===== src/rtl/lock_controller.sv =====
// Keypad lock: set a CODE_LEN-digit code while unlocked, re-enter it to unlock, lock out after repeated misses.
// Latency: every output is a flop; unlocked/lockedOut/error/counters update on the edge that samples the key.
// Backpressure: none; keys arriving during lockout, or with zero/multiple bits set, are dropped.
module lock_controller #(
    parameter int CODE_LEN       = 4,
    parameter int MAX_ATTEMPTS   = 3,
    parameter int LOCKOUT_CYCLES = 50000000,
    parameter int ENTRY_TIMEOUT  = 250000000
) (
    input  logic       clock,
    input  logic       reset,
    input  logic [3:0] keyEdge,
    output logic       unlocked,
    output logic       lockedOut,
    output logic       error,
    output logic [3:0] digitCount,
    output logic [3:0] attempts
);

    localparam int CW = 2 * CODE_LEN;          // full code width
    localparam int EW = 2 * (CODE_LEN - 1);    // digits held before the final one arrives
    localparam int LW = $clog2(LOCKOUT_CYCLES);
    localparam int TW = $clog2(ENTRY_TIMEOUT);

    localparam logic [3:0]    LAST_CNT     = 4'(CODE_LEN - 1);
    localparam logic [3:0]    MAX_A        = 4'(MAX_ATTEMPTS);
    localparam logic [3:0]    ATT_LAST     = 4'(MAX_ATTEMPTS - 1);
    localparam logic [LW-1:0] LOCK_LOAD    = LW'(LOCKOUT_CYCLES - 1);
    localparam logic [TW-1:0] TIMEOUT_LAST = TW'(ENTRY_TIMEOUT - 1);

    typedef enum logic [1:0] {
        S_UNLOCKED = 2'd0,
        S_LOCKED   = 2'd1,
        S_LOCKOUT  = 2'd2
    } state_t;

    state_t        state_q, state_nxt;
    logic [CW-1:0] code_q, code_nxt;
    logic [EW-1:0] entry_q, entry_nxt;
    logic [3:0]    count_q, count_nxt;
    logic [3:0]    att_q, att_nxt;
    logic [TW-1:0] timer_q, timer_nxt;
    logic [LW-1:0] lock_q, lock_nxt;
    logic          err_nxt;

    logic          key_vld;
    logic [1:0]    key_dat;
    logic [CW-1:0] entry_full;
    logic          timeout;

    // Exactly one bit set is a key press; anything else is treated as no key.
    assign key_vld = (keyEdge == 4'b0001) || (keyEdge == 4'b0010) ||
                     (keyEdge == 4'b0100) || (keyEdge == 4'b1000);
    assign key_dat = {keyEdge[3] | keyEdge[2], keyEdge[3] | keyEdge[1]};

    // The entry including the digit on the bus, first digit most significant.
    assign entry_full = {entry_q, key_dat};
    assign timeout    = (count_q != 4'd0) && (timer_q == TIMEOUT_LAST);

    assign digitCount = count_q;
    assign attempts   = att_q;

    // Next-state, entry, attempt, timer and lockout-counter logic.
    always_comb begin
        state_nxt = state_q;
        code_nxt  = code_q;
        entry_nxt = entry_q;
        count_nxt = count_q;
        att_nxt   = att_q;
        timer_nxt = '0;
        lock_nxt  = lock_q;
        err_nxt   = 1'b0;
        case (state_q)
            S_UNLOCKED, S_LOCKED: begin
                if (key_vld) begin
                    // A key always beats a timeout landing on the same cycle.
                    if (count_q == LAST_CNT) begin
                        count_nxt = 4'd0;
                        entry_nxt = '0;
                        if (state_q == S_UNLOCKED) begin
                            code_nxt  = entry_full;
                            state_nxt = S_LOCKED;
                        end else if (entry_full == code_q) begin
                            state_nxt = S_UNLOCKED;
                            att_nxt   = 4'd0;
                        end else begin
                            err_nxt = 1'b1;
                            if (att_q == ATT_LAST) begin
                                att_nxt   = MAX_A;
                                state_nxt = S_LOCKOUT;
                                lock_nxt  = LOCK_LOAD;
                            end else begin
                                att_nxt = att_q + 4'd1;
                            end
                        end
                    end else begin
                        entry_nxt = entry_full[EW-1:0];
                        count_nxt = count_q + 4'd1;
                    end
                end else if (timeout) begin
                    // Abandoned partial entry: drop it silently.
                    count_nxt = 4'd0;
                    entry_nxt = '0;
                end else if (count_q != 4'd0) begin
                    timer_nxt = timer_q + TW'(1);
                end
            end
            S_LOCKOUT: begin
                if (lock_q == '0) begin
                    state_nxt = S_LOCKED;
                    att_nxt   = 4'd0;
                end else begin
                    lock_nxt = lock_q - LW'(1);
                end
            end
            default: begin
                state_nxt = S_UNLOCKED;
            end
        endcase
    end

    // State and output registers; outputs are decoded from next state so they move with it.
    always_ff @(posedge clock or negedge reset) begin
        if (!reset) begin
            state_q   <= S_UNLOCKED;
            code_q    <= '0;
            entry_q   <= '0;
            count_q   <= 4'd0;
            att_q     <= 4'd0;
            timer_q   <= '0;
            lock_q    <= '0;
            unlocked  <= 1'b1;
            lockedOut <= 1'b0;
            error     <= 1'b0;
        end else begin
            state_q   <= state_nxt;
            code_q    <= code_nxt;
            entry_q   <= entry_nxt;
            count_q   <= count_nxt;
            att_q     <= att_nxt;
            timer_q   <= timer_nxt;
            lock_q    <= lock_nxt;
            unlocked  <= (state_nxt == S_UNLOCKED);
            lockedOut <= (state_nxt == S_LOCKOUT);
            error     <= err_nxt;
        end
    end

endmodule


===== config.mk =====
export PLATFORM = sky130hd
export DESIGN_NAME = lock_controller
export DESIGN_NICKNAME = d
export VERILOG_FILES = /design/src/rtl/lock_controller.sv
export SDC_FILE = /design/constraint.sdc
export NUM_CORES = 1
export LEC_CHECK = 0
export CORE_ASPECT_RATIO = 1.2
export CORE_MARGIN = 2
export CORE_UTILIZATION = 55
export CTS_BUF_LIST = sky130_fd_sc_hd__clkbuf_4 sky130_fd_sc_hd__clkbuf_8
export CTS_CLUSTER_SIZE = 40
export DETAILED_ROUTE_END_ITERATION = 16
export PLACE_DENSITY = 0.73
export SYNTH_ARGS = -nofsm -noshare
export SYNTH_HDL_FRONTEND = slang
export SYNTH_SLANG_ARGS = --single-unit

===== constraint.sdc =====
create_clock -name clock -period 3.2 [get_ports clock]
set_input_delay 0.32 -clock clock [delete_from_list [all_inputs] [get_ports clock]]
set_output_delay 0.32 -clock clock [all_outputs]
set_load 0.02 [all_outputs]

; Word level (Yosys, flattened, before mapping)
; Cells that the tools add are included.
[op_classes]
addsub = 4
eq_ne = 18
n_mux = 36
bitwise_logic = 2
reduce_logical = 15
[ops]
columns = operator, count
row1 = 26-bit 2-to-1 mux, 6
row2 = 28-bit 2-to-1 mux, 4
row3 = 26-bit one-hot mux with 2 select lines, 1
row4 = 4-bit 2-to-1 mux, 9
row5 = "28-bit by 1-bit adder with 28-bit output, second input constant", 1
row6 = "28-bit equality test, second input constant", 1
row7 = 26-bit zero test, 1
row8 = "26-bit by 1-bit subtractor with 26-bit output, second input constant", 1
row9 = 6-bit 2-to-1 mux, 3
row10 = "2-bit != test, second input constant", 7
row11 = "4-bit by 2-bit equality test with 1-bit output, second input constant", 3
row12 = 2-bit 2-to-1 mux, 6
row13 = "4-bit by 1-bit adder with 4-bit output, second input constant", 2
row14 = 8-bit equality test, 1
row15 = 4-bit one-hot mux with 2 select lines, 1
row16 = 7-bit AND reduction, 1
row17 = 1-bit 2-to-1 mux, 5
row18 = 5-bit AND reduction, 1
row19 = "2-bit equality test, second input constant", 2
row20 = "4-bit by 1-bit equality test with 1-bit output, second input constant", 1
row21 = "4-bit by 3-bit equality test with 1-bit output, second input constant", 1
row22 = "4-bit equality test, second input constant", 1
row23 = 2-bit zero test, 2
row24 = 2-bit one-hot mux with 2 select lines, 1
row25 = 9 further kinds, 13
[totals]
ff_bits = 81
inputBits = 6
output_inout_bits = 11
word_cells = 85

; Depth between registers and ports, before layout
[depth]
depth_word = 8
depth_mapped = 9

; Least setup slack after synthesis
; OpenSTA, ideal clock, no wires.
[synth_timing]
path_kind = register to register
from = register lock_q[2]
to = register lock_q[3]
setup_time_ns = 0.132
t_arrival_ns = 2.425
slack_ns = 0.643
stages_incl_launch_ff = 10
n_path_buf = 4
synth_period_minus_slack_ns = 2.557
path_cell_list = dfrtp_1 > buf_6 > or4_1 > buf_2 > or4_1 > buf_2 > o31ai_4 > buf_6 > nor3_1 > or3b_1
[synth_via]
elab_chain_cells = 3
word_cells_on_any_way = 6
cone_classes = add/sub (1) / eq/ne (1) / mux (2) / reduce/logical (2)
[synth_rtl]
columns = element, line
row1 = "start, declared", 43  ; logic [LW-1:0] lock_q, lock_nxt;
row2 = "start signal, assigned", 142  ; lock_q <= lock_nxt;
row3 = 26-bit by 1-bit subtractor with 26-bit output / 26-bit zero test (equally long branches), "113, 109"
row4 = 26-bit 2-to-1 mux / 2-bit != test (equally long branches), -
row5 = 26-bit one-hot mux with 2 select lines / 7-bit AND reduction (equally long branches), -
; Parallel ways exist; a longest one is shown, timed or not. The select of a mux whose other input is x is not followed.
; A chain may end at the register's enable or synchronous reset.

; Worst setup path in the final report
[layout_timing]
from = register lock_q[9]
to = register lock_q[7]
[layout_via]
elab_chain_cells = 3
[layout_rtl]
columns = element, line
row1 = 26-bit zero test, 109  ; if (lock_q == '0) begin
row2 = 2-bit != test (no source line), -
row3 = 7-bit AND reduction (no source line), -
; No other way between the ends.

==> reports/results.ini <==
[cts]
cts_setup_buffers = 0
cts_root_buf = clkbuf_8
clk-insertion-delay-late_ns = 0.35
cts_hold_buf = 0
clock_sinks = 81
cts_buffers = 9
clk_path_buf_depth = 2
cts_tree = yes
cts.clk_slew.worst_paths_ns = 0.08
post_cts_resized = 0
h-tree-depth = 3

[floorplan]
die_area_sq_mm = 0.008393
die_h_um = 99.96
start_util = 0.5571
coreArea_sq_mm = 0.007576
ioPinCount = 17
rows = 35
fp.dieW_um = 83.97

[synth]
netlist_area_sq_mm = 0.004220
synth_edf_count = 0
ys_ff_latch = 81
synth.avg_cell_area_sq_um = 9.954
ys_warn_count = 0
synth_cell_types = 55
async_reset_ff_frac = 1.000
yosysSeqAreaShare = 0.4806
ys.flop_type = dfrtp_1
syn-num-nets = 436
synthCells = 424

[route]
wl_per_cell_um = 15.51
antenna_left = 0
vias = 3218
drt_pass1_iterations = 5
drtIter0Drc = 225
wl_um = 8392
drc = 0
via_per_inst = 5.948

[timing]
hold_viol_final = 0
rsz0062_at_grt = no
relSlewSlack = 0.3272
setup_viol = 0
final.setup_skew_ns = 0.01460
max_freq_ghz = 0.3817
hold_ws_ns = 0.1169
fin_tns_setup_ns = 0
drv_slew = 0
fin_crit_sh = 0.8188
final.min_clock_period_ns = 2.620
worst_pin_slew_ns = 1.009

[global_route]
grt_overflow = 0
grt_usage = 0.2172
grt_pass1_vias = 3106
antenna_found_initial = 0
grt_pass1_wl_um = 14740
grt_max_degree = 82

[worst_setup_path]
end_kind = flip-flop
critical_path_class = flip-flop to flip-flop
crit_path_start_kind = flip-flop
worst_ep_arrival_time_ns = 2.85
critPathMaxFanout = 10
worstPathRequired_ns = 3.43

[hold_path]
hold_path.class = input port to asynchronous set/reset pin

[outcome]
status = finished, final reports clean

[place]
dp_hpwl_um = 5710
portBuffers = 16
dpl_cell_area_sq_mm = 0.004479
dp_cells = 525
gp_congestion = 0.8142

[job]
cap_violations = 0

[power_and_ir_drop]
fin_total_pwr_mw = 2.583
p_leak_nw = 1.831
irDropWorstVdd_mv = 0.4759
power_density_mw_per_mm2 = 554.7

[layout]
layout_common_cells = dfrtp_1, nor2_1, xor2_1
area_growth_pct = 10.32
nets = 456
design_area_sq_mm = 0.004656
drive_gt1_frac = 0.08686
final_cells = 541
num_antenna_cells = 0
final_common_cell = dfrtp_1

final cells by class:
| type | instances | area, sq um |
|---|---|---|
| multi-input combinational | 316 | 2073 |
| fill | 644 | 2920 |
| inverter | 12 | 45.04 |
| sequential | 81 | 2028 |
| timing repair buffer | 24 | 217.7 |
| tap | 92 | 115.1 |
| clock inverter | 5 | 31.28 |
| clock buffer | 11 | 145.1 |
power breakdown:
part           switching [mW]  leakage [nW]  internal (mW)
Clock                   0.372        0.0925          0.309
Combinational           0.314         0.779          0.274
Sequential              0.149         0.960           1.16
Total                   0.835          1.83           1.75
sequential cells by signal, summed over array words and instances, names as in the netlist:
| name | count |
|---|---|
| timer_q | 28 |
| lock_q | 26 |
| code_q | 8 |
| entry_q | 6 |
| attempts | 4 |
| digitCount | 4 |
| state_q | 2 |
| error | 1 |
| lockedOut | 1 |
| unlocked | 1 |
synthesized netlist by cell type, types with 2 or more instances:
cell type  count  share of area
clkbuf_1      11         0.0098
dfrtp_1       80           0.47
nor2b_1        2         0.0030
a211o_1        2         0.0042
buf_6          2         0.0053
o2bb2ai_1      2         0.0042
o31a_1         3         0.0062
or4_1         13          0.023
a211oi_1       2         0.0036
a22o_1         5          0.010
nand2b_1       4         0.0059
nor4b_1        6          0.012
a21oi_1       11          0.013
and4_1         8          0.017
and2_1         5         0.0074
o31ai_1        8          0.014
o211ai_1       3         0.0053
o21ai_1        4         0.0047
nand3_1       21          0.025
or3_1         10          0.015
and3_1         6         0.0089
mux2_1         4          0.011
or2_2          4         0.0059
nor4_1        11          0.016
xor2_1        32          0.066
o22ai_1        2         0.0030
ha_1           6          0.018
nand2_1       26          0.023
nor3_1        11          0.013
nand4b_1       2         0.0042
mux2_2         4          0.011
nor2_1        56          0.050
xnor2_1       12          0.025
o41ai_1        2         0.0042
inv_1         12          0.011
nor4_2         2         0.0059
buf_2          2         0.0024
nand4_1       11          0.016
worst max-delay path, stage by stage, from the launching register on:
cell	delay [ns]
dfrtp_1	0.44
or4_1	0.62
or4_1	0.73
o31ai_4	0.31
buf_4	0.21
or4_1	0.13
a21oi_1	0.06
cells by family after synthesis:
group | synth area share
flip-flops | 0.4806
XOR/XNOR | 0.09131
adder cells (fa/ha/maj) | 0.01779
AND/OR/NAND/NOR | 0.2615
multiplexers | 0.02372
AO/OA/AOI/OAI | 0.09695
buffers and inverters | 0.02816
final timing paths:
check	from	to	slack, ns	depth (start not counted)
min reg2reg	timer_q[0]	timer_q[0]	0.49	1
max in group asynchronous	reset	timer_q[4]	2.41	1
max	lock_q[9]	lock_q[7]	0.58	6
min in group clock	timer_q[0]	timer_q[0]	0.49	1
min	reset	lock_q[0]	0.12	1
max reg2reg	lock_q[9]	lock_q[7]	0.58	6
layer usage:
layer / global-route usage / up-vias / wire length (um)
met2: 0.3686 / 53 / 4275
li1: - / 1583 / -
met3: 0.04030 / 10 / 235
met1: 0.2837 / 1572 / 3775
met5: 0 / - / 0
met4: 0.07196 / 0 / 105
through the flow:
step                worst slack (ns)    util
finish                        0.5798  0.6145
global route                  0.4197  0.6145
CTS                           0.5815  0.6145
floorplan                     0.6429       -
global placement              0.5390  0.5912
detailed placement            0.4777  0.5912
No activity file was read; power rests on OpenSTA's default activity.
